--- config.mk ---
export PLATFORM = sky130hd
export DESIGN_NAME = multicycle_sequencer_flat
export DESIGN_NICKNAME = d
export VERILOG_FILES = /design/src/rtl/seq_pkg.sv /design/src/rtl/multicycle_sequencer_if.sv /design/src/rtl/seq_decode.sv /design/src/rtl/multicycle_sequencer.sv /design/src/flat_wrapper.sv
export SDC_FILE = /design/constraint.sdc
export NUM_CORES = 1
export LEC_CHECK = 0
export CAP_MARGIN = 30
export CORE_MARGIN = 5
export CORE_UTILIZATION = 39
export DETAILED_ROUTE_END_ITERATION = 10
export GPL_TIMING_DRIVEN = 1
export PLACE_DENSITY = 0.86
export SKIP_CTS_REPAIR_TIMING = 1
export SLEW_MARGIN = 20
export SYNTH_ARGS = -nofsm -noshare
export SYNTH_HDL_FRONTEND = slang
export SYNTH_SLANG_ARGS = --single-unit
--- constraint.sdc ---
create_clock -name clk -period 4.55 [get_ports clk]
set_input_delay 0.91 -clock clk [delete_from_list [all_inputs] [get_ports clk]]
set_output_delay 0.91 -clock clk [all_outputs]
set_load 0.1 [all_outputs]
--- src/rtl/seq_pkg.sv ---
// seq_pkg: shared states, instruction classes, opcode patterns and control encodings
package seq_pkg;
    typedef enum logic [2:0] {S_IDLE, S_FETCH, S_DECODE, S_EXEC, S_MEM, S_WB, S_HALT} state_t;
    typedef enum logic [2:0] {C_R, C_I, C_LD, C_ST, C_CB, C_B, C_ILL} iclass_t;
    localparam logic [10:0] OP_ADD  = 11'b10001011000;
    localparam logic [10:0] OP_SUB  = 11'b11001011000;
    localparam logic [10:0] OP_AND  = 11'b10001010000;
    localparam logic [10:0] OP_ORR  = 11'b10101010000;
    localparam logic [10:0] OP_LDUR = 11'b11111000010;
    localparam logic [10:0] OP_STUR = 11'b11111000000;
    localparam logic [10:0] OP_ADDI = 11'b10010001000;
    localparam logic [10:0] M_ADDI  = 11'b11111111110;
    localparam logic [10:0] OP_CBZ  = 11'b10110100000;
    localparam logic [10:0] M_CBZ   = 11'b11111111000;
    localparam logic [10:0] OP_B    = 11'b00010100000;
    localparam logic [10:0] M_B     = 11'b11111100000;
    localparam logic [2:0] ALU_AND   = 3'b000;
    localparam logic [2:0] ALU_ORR   = 3'b001;
    localparam logic [2:0] ALU_ADD   = 3'b010;
    localparam logic [2:0] ALU_SUB   = 3'b110;
    localparam logic [2:0] ALU_PASSB = 3'b111;
    localparam logic [1:0] SEU_I  = 2'b00;
    localparam logic [1:0] SEU_D  = 2'b01;
    localparam logic [1:0] SEU_B  = 2'b10;
    localparam logic [1:0] SEU_CB = 2'b11;
    function automatic logic op_match(input logic [10:0] op, input logic [10:0] pat, input logic [10:0] mask);
        return (op & mask) == pat;
    endfunction
endpackage

--- src/rtl/multicycle_sequencer_if.sv ---
// multicycle_sequencer_if: opcode/flag inputs, datapath controls and counters of the sequencer
interface multicycle_sequencer_if #(parameter int CNT_W = 32);
    logic [10:0] opcode;
    logic zero, mem_ack;
    logic ir_wr, pc_wr, pc_src, reg2loc, alu_src, mem_req, mem_wr, mem_to_reg, reg_wr, halted;
    logic [1:0] seu;
    logic [2:0] alu_op;
    logic [CNT_W-1:0] cycle_cnt, retired_cnt;
    modport master (
        input  opcode, zero, mem_ack,
        output ir_wr, pc_wr, pc_src, reg2loc, seu, alu_src, alu_op, mem_req, mem_wr,
               mem_to_reg, reg_wr, halted, cycle_cnt, retired_cnt
    );
    modport slave (
        output opcode, zero, mem_ack,
        input  ir_wr, pc_wr, pc_src, reg2loc, seu, alu_src, alu_op, mem_req, mem_wr,
               mem_to_reg, reg_wr, halted, cycle_cnt, retired_cnt
    );
endinterface

--- src/rtl/seq_decode.sv ---
// seq_decode: classifies a latched LEGv8 opcode and picks the R-class ALU code
module seq_decode
    import seq_pkg::*;
(
    input  logic [10:0] i_opcode,
    output iclass_t     o_class,
    output logic [2:0]  o_alu_op
);
    always_comb begin
        o_class  = (i_opcode == OP_ADD || i_opcode == OP_SUB ||
                    i_opcode == OP_AND || i_opcode == OP_ORR) ? C_R  :
                   op_match(i_opcode, OP_ADDI, M_ADDI)        ? C_I  :
                   (i_opcode == OP_LDUR)                      ? C_LD :
                   (i_opcode == OP_STUR)                      ? C_ST :
                   op_match(i_opcode, OP_CBZ, M_CBZ)          ? C_CB :
                   op_match(i_opcode, OP_B, M_B)              ? C_B  : C_ILL;
        o_alu_op = (i_opcode == OP_SUB) ? ALU_SUB :
                   (i_opcode == OP_AND) ? ALU_AND :
                   (i_opcode == OP_ORR) ? ALU_ORR : ALU_ADD;
    end
endmodule

--- src/rtl/multicycle_sequencer.sv ---
// multicycle_sequencer: LEGv8 fetch/decode/exec/mem/wb control FSM with memory wait states.
// Define SEQ_PERF_CNT_EN to build the cycle and retired-instruction counters.
module multicycle_sequencer
    import seq_pkg::*;
#(
    parameter int CNT_W = 32
) (
    input logic clk,
    input logic rst_n,
    multicycle_sequencer_if.master bus
);
    state_t      r_state;
    logic [10:0] r_opcode;
    iclass_t     w_class;
    logic [2:0]  w_r_alu;
    logic        w_ex, w_mem, w_wb, w_alu;

    seq_decode u_decode (
        .i_opcode (r_opcode),
        .o_class  (w_class),
        .o_alu_op (w_r_alu)
    );

    always_ff @(posedge clk or negedge rst_n) begin
        if (!rst_n) begin
            r_state  <= S_IDLE;
            r_opcode <= '0;
        end else begin
            case (r_state)
                S_IDLE:   r_state <= S_FETCH;
                S_FETCH: begin
                    r_opcode <= bus.opcode;
                    r_state  <= S_DECODE;
                end
                S_DECODE: r_state <= (w_class == C_ILL) ? S_HALT : S_EXEC;
                S_EXEC:   r_state <= (w_class == C_CB || w_class == C_B)  ? S_FETCH :
                                     (w_class == C_LD || w_class == C_ST) ? S_MEM : S_WB;
                S_MEM:    if (bus.mem_ack) r_state <= (w_class == C_ST) ? S_FETCH : S_WB;
                S_WB:     r_state <= S_FETCH;
                default:  r_state <= S_HALT;
            endcase
        end
    end

    // ALU/SEU controls stay put from EXEC through MEM and WB so address and result remain stable
    always_comb begin
        w_ex           = r_state == S_EXEC;
        w_mem          = r_state == S_MEM;
        w_wb           = r_state == S_WB;
        w_alu          = w_ex || w_mem || w_wb;
        bus.ir_wr      = r_state == S_FETCH;
        bus.reg2loc    = (r_state == S_DECODE || w_ex || w_mem) && (w_class == C_ST || w_class == C_CB);
        bus.seu        = !w_alu             ? SEU_I  :
                         (w_class == C_CB)  ? SEU_CB :
                         (w_class == C_B)   ? SEU_B  :
                         (w_class == C_LD || w_class == C_ST) ? SEU_D : SEU_I;
        bus.alu_src    = w_alu && (w_class == C_I || w_class == C_LD || w_class == C_ST);
        bus.alu_op     = !w_alu            ? ALU_AND   :
                         (w_class == C_R)  ? w_r_alu   :
                         (w_class == C_CB) ? ALU_PASSB :
                         (w_class == C_B)  ? ALU_AND   : ALU_ADD;
        bus.mem_req    = w_mem;
        bus.mem_wr     = w_mem && w_class == C_ST;
        bus.reg_wr     = w_wb;
        bus.mem_to_reg = w_wb && w_class == C_LD;
        bus.pc_wr      = w_wb || (w_ex && (w_class == C_CB || w_class == C_B)) ||
                         (w_mem && w_class == C_ST && bus.mem_ack);
        bus.pc_src     = w_ex && (w_class == C_B || (w_class == C_CB && bus.zero));
        bus.halted     = r_state == S_HALT;
    end

`ifdef SEQ_PERF_CNT_EN
    logic [CNT_W-1:0] r_cycle_cnt, r_retired_cnt;
    always_ff @(posedge clk or negedge rst_n) begin
        if (!rst_n) begin
            r_cycle_cnt   <= '0;
            r_retired_cnt <= '0;
        end else begin
            if (r_state != S_IDLE && r_state != S_HALT) r_cycle_cnt <= r_cycle_cnt + 1'b1;
            if (bus.pc_wr) r_retired_cnt <= r_retired_cnt + 1'b1;
        end
    end
    assign bus.cycle_cnt   = r_cycle_cnt;
    assign bus.retired_cnt = r_retired_cnt;
`else
    assign bus.cycle_cnt   = {CNT_W{1'b0}};
    assign bus.retired_cnt = {CNT_W{1'b0}};
`endif
endmodule

--- src/flat_wrapper.sv ---
// flat-port wrapper written by rule: the top's interface ports become plain ports
module multicycle_sequencer_flat import seq_pkg::*;
#(
    parameter int CNT_W = 32
)
  (clk, rst_n, bus_opcode, bus_zero, bus_mem_ack, bus_ir_wr, bus_pc_wr, bus_pc_src, bus_reg2loc, bus_seu, bus_alu_src, bus_alu_op, bus_mem_req, bus_mem_wr, bus_mem_to_reg, bus_reg_wr, bus_halted, bus_cycle_cnt, bus_retired_cnt);
  multicycle_sequencer_if #(.CNT_W(CNT_W)) bus_i ();
  input logic clk;
  input logic rst_n;
  input wire logic [$bits(bus_i.opcode)-1:0] bus_opcode;
  input wire logic [$bits(bus_i.zero)-1:0] bus_zero;
  input wire logic [$bits(bus_i.mem_ack)-1:0] bus_mem_ack;
  output wire logic [$bits(bus_i.ir_wr)-1:0] bus_ir_wr;
  output wire logic [$bits(bus_i.pc_wr)-1:0] bus_pc_wr;
  output wire logic [$bits(bus_i.pc_src)-1:0] bus_pc_src;
  output wire logic [$bits(bus_i.reg2loc)-1:0] bus_reg2loc;
  output wire logic [$bits(bus_i.seu)-1:0] bus_seu;
  output wire logic [$bits(bus_i.alu_src)-1:0] bus_alu_src;
  output wire logic [$bits(bus_i.alu_op)-1:0] bus_alu_op;
  output wire logic [$bits(bus_i.mem_req)-1:0] bus_mem_req;
  output wire logic [$bits(bus_i.mem_wr)-1:0] bus_mem_wr;
  output wire logic [$bits(bus_i.mem_to_reg)-1:0] bus_mem_to_reg;
  output wire logic [$bits(bus_i.reg_wr)-1:0] bus_reg_wr;
  output wire logic [$bits(bus_i.halted)-1:0] bus_halted;
  output wire logic [$bits(bus_i.cycle_cnt)-1:0] bus_cycle_cnt;
  output wire logic [$bits(bus_i.retired_cnt)-1:0] bus_retired_cnt;
  assign bus_i.opcode = bus_opcode;
  assign bus_i.zero = bus_zero;
  assign bus_i.mem_ack = bus_mem_ack;
  assign bus_ir_wr = bus_i.ir_wr;
  assign bus_pc_wr = bus_i.pc_wr;
  assign bus_pc_src = bus_i.pc_src;
  assign bus_reg2loc = bus_i.reg2loc;
  assign bus_seu = bus_i.seu;
  assign bus_alu_src = bus_i.alu_src;
  assign bus_alu_op = bus_i.alu_op;
  assign bus_mem_req = bus_i.mem_req;
  assign bus_mem_wr = bus_i.mem_wr;
  assign bus_mem_to_reg = bus_i.mem_to_reg;
  assign bus_reg_wr = bus_i.reg_wr;
  assign bus_halted = bus_i.halted;
  assign bus_cycle_cnt = bus_i.cycle_cnt;
  assign bus_retired_cnt = bus_i.retired_cnt;
  multicycle_sequencer #(.CNT_W(CNT_W)) u_core (.clk(clk), .rst_n(rst_n), .bus(bus_i));
endmodule
==> impl_metrics.json <==
{
  "syn_inst": 164,
  "hold_path.startpoint": "u_core.r_opcode[1]$_DFFE_PN0P_",
  "r2r_end": "u_core.r_state[0]$_DFFE_PN0P_",
  "final_cell_mix": "64 x conb_1, 19 x clkdlybuf4s50_1, 14 x dfrtp_1",
  "cp_slowest_cell": "clkdlybuf4s50_1",
  "cts_max_level": 1,
  "crit_fanout": 7,
  "post-route-drc-count": 0,
  "die_y_um": 70.3,
  "vias": 1013,
  "ant_nets": 0,
  "avgSynthCellArea_um2": 8.64,
  "sequentialPowerShare_pct": 29.4,
  "synth_top_cell_by_area": "buf_4",
  "reg2reg_from": "u_core.r_opcode[4]$_DFFE_PN0P_",
  "crit_buf_inv": 1,
  "dp.cells": 235,
  "cts.path.max_buffers": 2,
  "p_int_mw": 0.180,
  "ys_ff_latch": 14,
  "synthFlopType": "dfrtp_1",
  "drtPass1Iterations": 5,
  "place_ws_ns": 1.27,
  "synth_edf_count": 0,
  "p_total_mw": 0.464,
  "slew_headroom_pct": 34.7,
  "ys_seq_area_share_pct": 24.7,
  "p_leak_nw": 0.684,
  "setup_tns_ns": 0,
  "power_density_mw_per_mm2": 309,
  "instances_no_fill": 238,
  "drive_gt1_share_pct": 17.7,
  "synth_cell_type_count": 37,
  "crit_start": "u_core.r_opcode[9]$_DFFE_PN0P_",
  "die_area_mm2": 0.00494,
  "finalMaxSlewViolations": 0,
  "n_antenna_cell": 0,
  "drtIter0Drc": 20,
  "cts_sinks": 14,
  "ys_warn_count": 0,
  "core_area_mm2": 0.00342,
  "finalCritPeriodShare_pct": 78.8,
  "critical_path.endpoint_type": "output pin",
  "num_rows": 21,
  "clockRootBuffer": "clkbuf_4",
  "max-cap-violations": 0,
  "cts_tree": "built",
  "fmaxAchievable_mhz": 279,
  "vias_per_cell": 4.26,
  "antenna_found_initial": 0,
  "status": "complete, no violations",
  "skew_ns": 0.00335,
  "finalWorstSetupSlack_ns": 0.965,
  "path_class": "flip-flop to output pin",
  "max_stage_delay_ns": 0.98,
  "combPwrFrac_pct": 56.5,
  "cp.required_ns": 3.64,
  "pwr-share-clk_pct": 14.0,
  "synth_top_area_share_pct": 33.9,
  "place_congestion": 0.810,
  "final_common_cell": "conb_1",
  "reg2regPathDepth": 5,
  "cts_buffers": 3,
  "crit_chain": "or4b_2 > nor3_1 > nor3_1 > clkdlybuf4s50_1",
  "hold_viol": 0,
  "routed_wirelength_um": 2750,
  "cp-endpoint": "bus_alu_op[1]",
  "grt_pass1_wl_um": 4130,
  "io_buffers": 29,
  "start_kind": "flip-flop",
  "final_nets": 209,
  "synthArstFlopShare_pct": 100,
  "finalSetupViolCount": 0,
  "clock_latency_ns": 0.27,
  "io_pins": 94,
  "area_growth_pct": 6.10,
  "vdd_ir_drop_max_mv": 0.141,
  "wl_per_cell_um": 11.6,
  "rsz0062_at_grt": "no",
  "worst_pin_slew_ns": 0.976,
  "r2r_setup_slack_ns": 2.55,
  "hp-class": "flip-flop to flip-flop",
  "cp.depth": 4,
  "synth_area_mm2": 0.00142,
  "ys_top_cells_by_area": "buf_4 34%, dfrtp_1 25%, mux2_2 8.7%",
  "start_util_pct": 41.5,
  "switchingPower_mw": 0.285,
  "fin_util_pct": 44.0,
  "cp_common_cell": "nor3_1",
  "first_global_vias": 880,
  "crit_family": "simple AND/OR/NAND/NOR gates",
  "clk_pin_slew_ns": 0.08,
  "track_usage_pct": 10.0,
  "worstPathArrival_ns": 2.68,
  "swShare_pct": 61.3,
  "die_w_um": 70.3,
  "hpwlAfterDp_um": 2350,
  "grt_overflow": 0,
  "period_needed_ns": 3.59,
  "grt_max_degree": 15
}
==> logic make-up (layout without fill, tap and decap cells) <==
kind of cell    after synthesis  after routing  share of synthesized area (%)
flops                        14             14                           24.7
mux                          11             11                           8.75
buf+inv                      71             36                           37.2
other cells                   1             64                          0.265
simple gates                 47             47                           20.8
compound gates               20             20                           8.22
==> area by class of cell <==
| cell class | count | area (um2) |
|---|---|---|
| multi-input cells | 142 | 788 |
| well taps | 46 | 57.6 |
| clock buffers | 3 | 22.5 |
| inverters | 3 | 11.3 |
| repair buffers | 30 | 273 |
| fillers | 363 | 1910 |
| flip-flops and latches | 14 | 350 |
==> per-layer routing <==
layer / wire length (um) / GRT usage (%) / vias to the layer above
li1: - / - / 488
met1: 1030 / 12.4 / 458
met2: 1330 / 17.4 / 65
met3: 371 / 2.44 / 2
met4: 16 / 2.55 / 0
met5: 0 / 0 / -
==> synth_stat cells, types with 3 or more instances <==
| cell type | count |
|---|---|
| o21ai_0 | 3 |
| nor3_1 | 4 |
| nor2_1 | 9 |
| and2b_2 | 3 |
| inv_1 | 3 |
| buf_4 | 64 |
| dfrtp_1 | 14 |
| nand2_1 | 8 |
| a21oi_1 | 9 |
| mux2_2 | 11 |
==> state kept, by name (all words and copies together) (netlist names) <==
register,count
u_core.r_opcode,11
u_core.r_state,3
==> worst register-to-register path: cells and delay by family, from the launching register on <==
| family | cells | cell delay, ns |
|---|---|---|
| AO/OA/AOI/OAI | 1 | 0.24 |
| flip-flops | 1 | 0.44 |
| AND/OR/NAND/NOR | 4 | 1.21 |
==> stage by stage <==
stage	hold slack [ns]	instance area, um2
floorplan	0.496	1670
global placement	0.515	1480
detailed placement	0.524	1480
CTS	0.542	1500
global route	0.569	1500
finish	0.541	1500
==> power groups by stage <==
stage / Combinational (mW) / Sequential (mW) / Clock (mW)
after floorplan: 0.289 / 0.136 / 0
after global placement: 0.261 / 0.138 / 0
after detailed placement: 0.261 / 0.139 / 0
after CTS: 0.261 / 0.137 / 0.0679
after global routing: 0.268 / 0.138 / 0.0712
final: 0.262 / 0.137 / 0.0651
==> worst min-delay path by stage <==
stage | end | slack (ns) | cells after the start
after detailed placement | u_core.r_opcode[1]$_DFFE_PN0P_ | 0.52 | 1
final | u_core.r_opcode[1]$_DFFE_PN0P_ | 0.54 | 1
after global routing | u_core.r_opcode[1]$_DFFE_PN0P_ | 0.57 | 1
after CTS | u_core.r_opcode[1]$_DFFE_PN0P_ | 0.54 | 1
after floorplan | u_core.r_opcode[1]$_DFFE_PN0P_ | 0.50 | 1
after global placement | u_core.r_opcode[1]$_DFFE_PN0P_ | 0.52 | 1
Power figures use the tool's default switching activity.
==> RTL edit: new RTL, same flow settings <==
Re-encode `state_t` (7 states) as one-hot, 7 bits wide.
--- a/src/rtl/seq_pkg.sv
+++ b/src/rtl/seq_pkg.sv
@@ -1,6 +1,6 @@
 // seq_pkg: shared states, instruction classes, opcode patterns and control encodings
 package seq_pkg;
-    typedef enum logic [2:0] {S_IDLE, S_FETCH, S_DECODE, S_EXEC, S_MEM, S_WB, S_HALT} state_t;
+    typedef enum logic [6:0] {S_IDLE = 7'b0000001, S_FETCH = 7'b0000010, S_DECODE = 7'b0000100, S_EXEC = 7'b0001000, S_MEM = 7'b0010000, S_WB = 7'b0100000, S_HALT = 7'b1000000} state_t;
     typedef enum logic [2:0] {C_R, C_I, C_LD, C_ST, C_CB, C_B, C_ILL} iclass_t;
     localparam logic [10:0] OP_ADD  = 11'b10001011000;
     localparam logic [10:0] OP_SUB  = 11'b11001011000;
Check against the original RTL: no difference found for any inputs over 10 cycles, from zero or initial values and one cycle with rst_n low; not proved beyond that.
==> RTL edit against the original RTL <==
  * Worst setup slack worse by 120 ps
  * Routed wire length up 29%
  * Critical path type unchanged
  * Global-route usage up 1.7 points
  * Total power up 17%
  * Sequential share of layout area up 1.7 points
  * Count of clock-buffer cells in the layout up 1
  * Area after synthesis up 18%
  * Critical endpoint is now bus_seu[0]
  * Via count up 25%
  * Critical path depth unchanged
  * Sequential cell count up 4
  * Final area up 20%
==> RTL edit: results (changes against the original RTL) <==
Finish
  • Largest regs: u_core.r_opcode (11), u_core.r_state (7)
  • Final #Nets: 229 (+9.6%)
  • Ant. Diodes: 0 (unchanged)
  • Fillcell total: 395 (+8.8%)
  • Layout cells sized above 1: 19.2% (+1.5 points)

Global route
  • Largest net degree at the start of global routing: 19 (+4)
  • Vias in the first global route: 1085 (+23%)
  • Global-route wire length before repair: 5140 um (+25%)
  • All-layer global routing usage: 11.7% (+1.7 points)

Power
  • Leak pwr: 0.861 nW (+26%)
  • Max VDD drop: 98.4 uV (-30%)

Detailed routing
  • Drt first-iter violations: 71 (+250%)
  • Drt first pass iters: 4 (-1)
  • Wire per inst: 13.5 um (+17%)
  • Vias: 1264 (+25%)

STA
  • Final Max Slew Viols: 0 (unchanged)
  • Hold_ws: 544 ps (+2.44 ps)
  • Clock skew: 2.87 ps (-0.486 ps)
  • Worst slew margin: 34.3% (-0.41 points)
  • Setup tns final: 0 ps (unchanged)

Clock tree
  • H-tree depth: 1 (unchanged)
  • Clock root cell: clkbuf_8
  • Clk Latency, worst-skew pair: 260 ps
  • Clock Path Buffers: 2 (unchanged)
  • CTS Buf Count: 3 (unchanged)
  • Clock transition at path regs: 70 ps

Setup path
  • Crit path largest cell delay: 1160 ps (+180 ps)
  • R2R Setup Slk: 2580 ps (+30 ps)
  • CP top delay family: buffers and inverters
  • Crit Path Max Fanout: 7 (unchanged)
  • Crit path DAT: 2800 ps (+120 ps)

Synth
  • Synth top area cells: buf_4, dfrtp_1, mux2_2
  • Asr flop ratio synth: 100% (unchanged)
  • Post-synth top flop: dfrtp_1
  • Register area share after synthesis: 27.1% (+2.3 points)
  • YS warnings: 0 (unchanged)
  • Commonest cells post-synth: buf_4, dfrtp_1, mux2_2, nor2_1, nor3_1
  • Number of distinct library cells after synthesis: 47 (+27%)

Place
  • IO buf count: 29 (unchanged)
  • Dpl hpwl: 2800 um (+19%)
  • RD Place Congestion: 0.815 (+0.65%)

Outcome
  • Outcome: completed

Hold path
  • Type of the most critical hold path: flop to flop
  • Worst hold stages: 1 (unchanged)
RTL edit: area by class of cell:
type / instances / area, um^2 / share of cell area [%]
multi-input combinational: 157 / 955 / 52.8
sequential: 18 / 452 / 25.0
timing repair buffer: 30 / 270 / 14.9
tap: 50 / 62.6 / 3.46
clock buffer: 4 / 55.1 / 3.04
inverter: 4 / 15.0 / 0.830
RTL edit: report_power, final:
part           total, mW  internal [mW]  switching, mW  leakage, nW
logic              0.251         0.0119          0.239        0.595
registers          0.162          0.161       0.000911        0.238
clock network      0.131         0.0770         0.0541       0.0288
RTL edit: cell families after synthesis:
group           share of synthesized area, %
flops                                   27.1
simple gates                            20.1
xor+xnor                                1.58
other cells                            0.225
compound gates                          12.8
buf+inv                                 30.8
mux                                     7.43
RTL edit: path summary, 6_finish.rpt:
check | start | end
worst min-delay path | u_core.r_opcode[0] | u_core.r_opcode[0]
worst min register to register | u_core.r_opcode[0] | u_core.r_opcode[0]
min in group asynchronous | rst_n | u_core.r_opcode[8]
max in group asynchronous | rst_n | u_core.r_opcode[1]
worst max-delay path | u_core.r_state[6] | bus_seu[0]
worst max register to register | u_core.r_state[5] | u_core.r_state[5]
RTL edit: metrics by stage:
step	power (mW)	setup WS, ps	cells	instance area (um^2)
finish	0.544	844	263	1810
global route	0.560	718	263	1810
CTS	0.545	862	263	1810
detailed placement	0.414	1160	259	1750
global placement	0.414	1240	259	1750
floorplan	0.441	191	247	1920
RTL edit: layer usage:
layer / part of all wire [%] / wire [um] / vias up / track usage [%]
li1: - / - / 594 / -
met1: 38 / 1340 / 594 / 15.0
met2: 51 / 1790 / 69 / 18.8
met3: 10 / 357 / 7 / 2.90
met4: 1.5 / 54 / 0 / 5.24
met5: 0 / 0 / - / 0
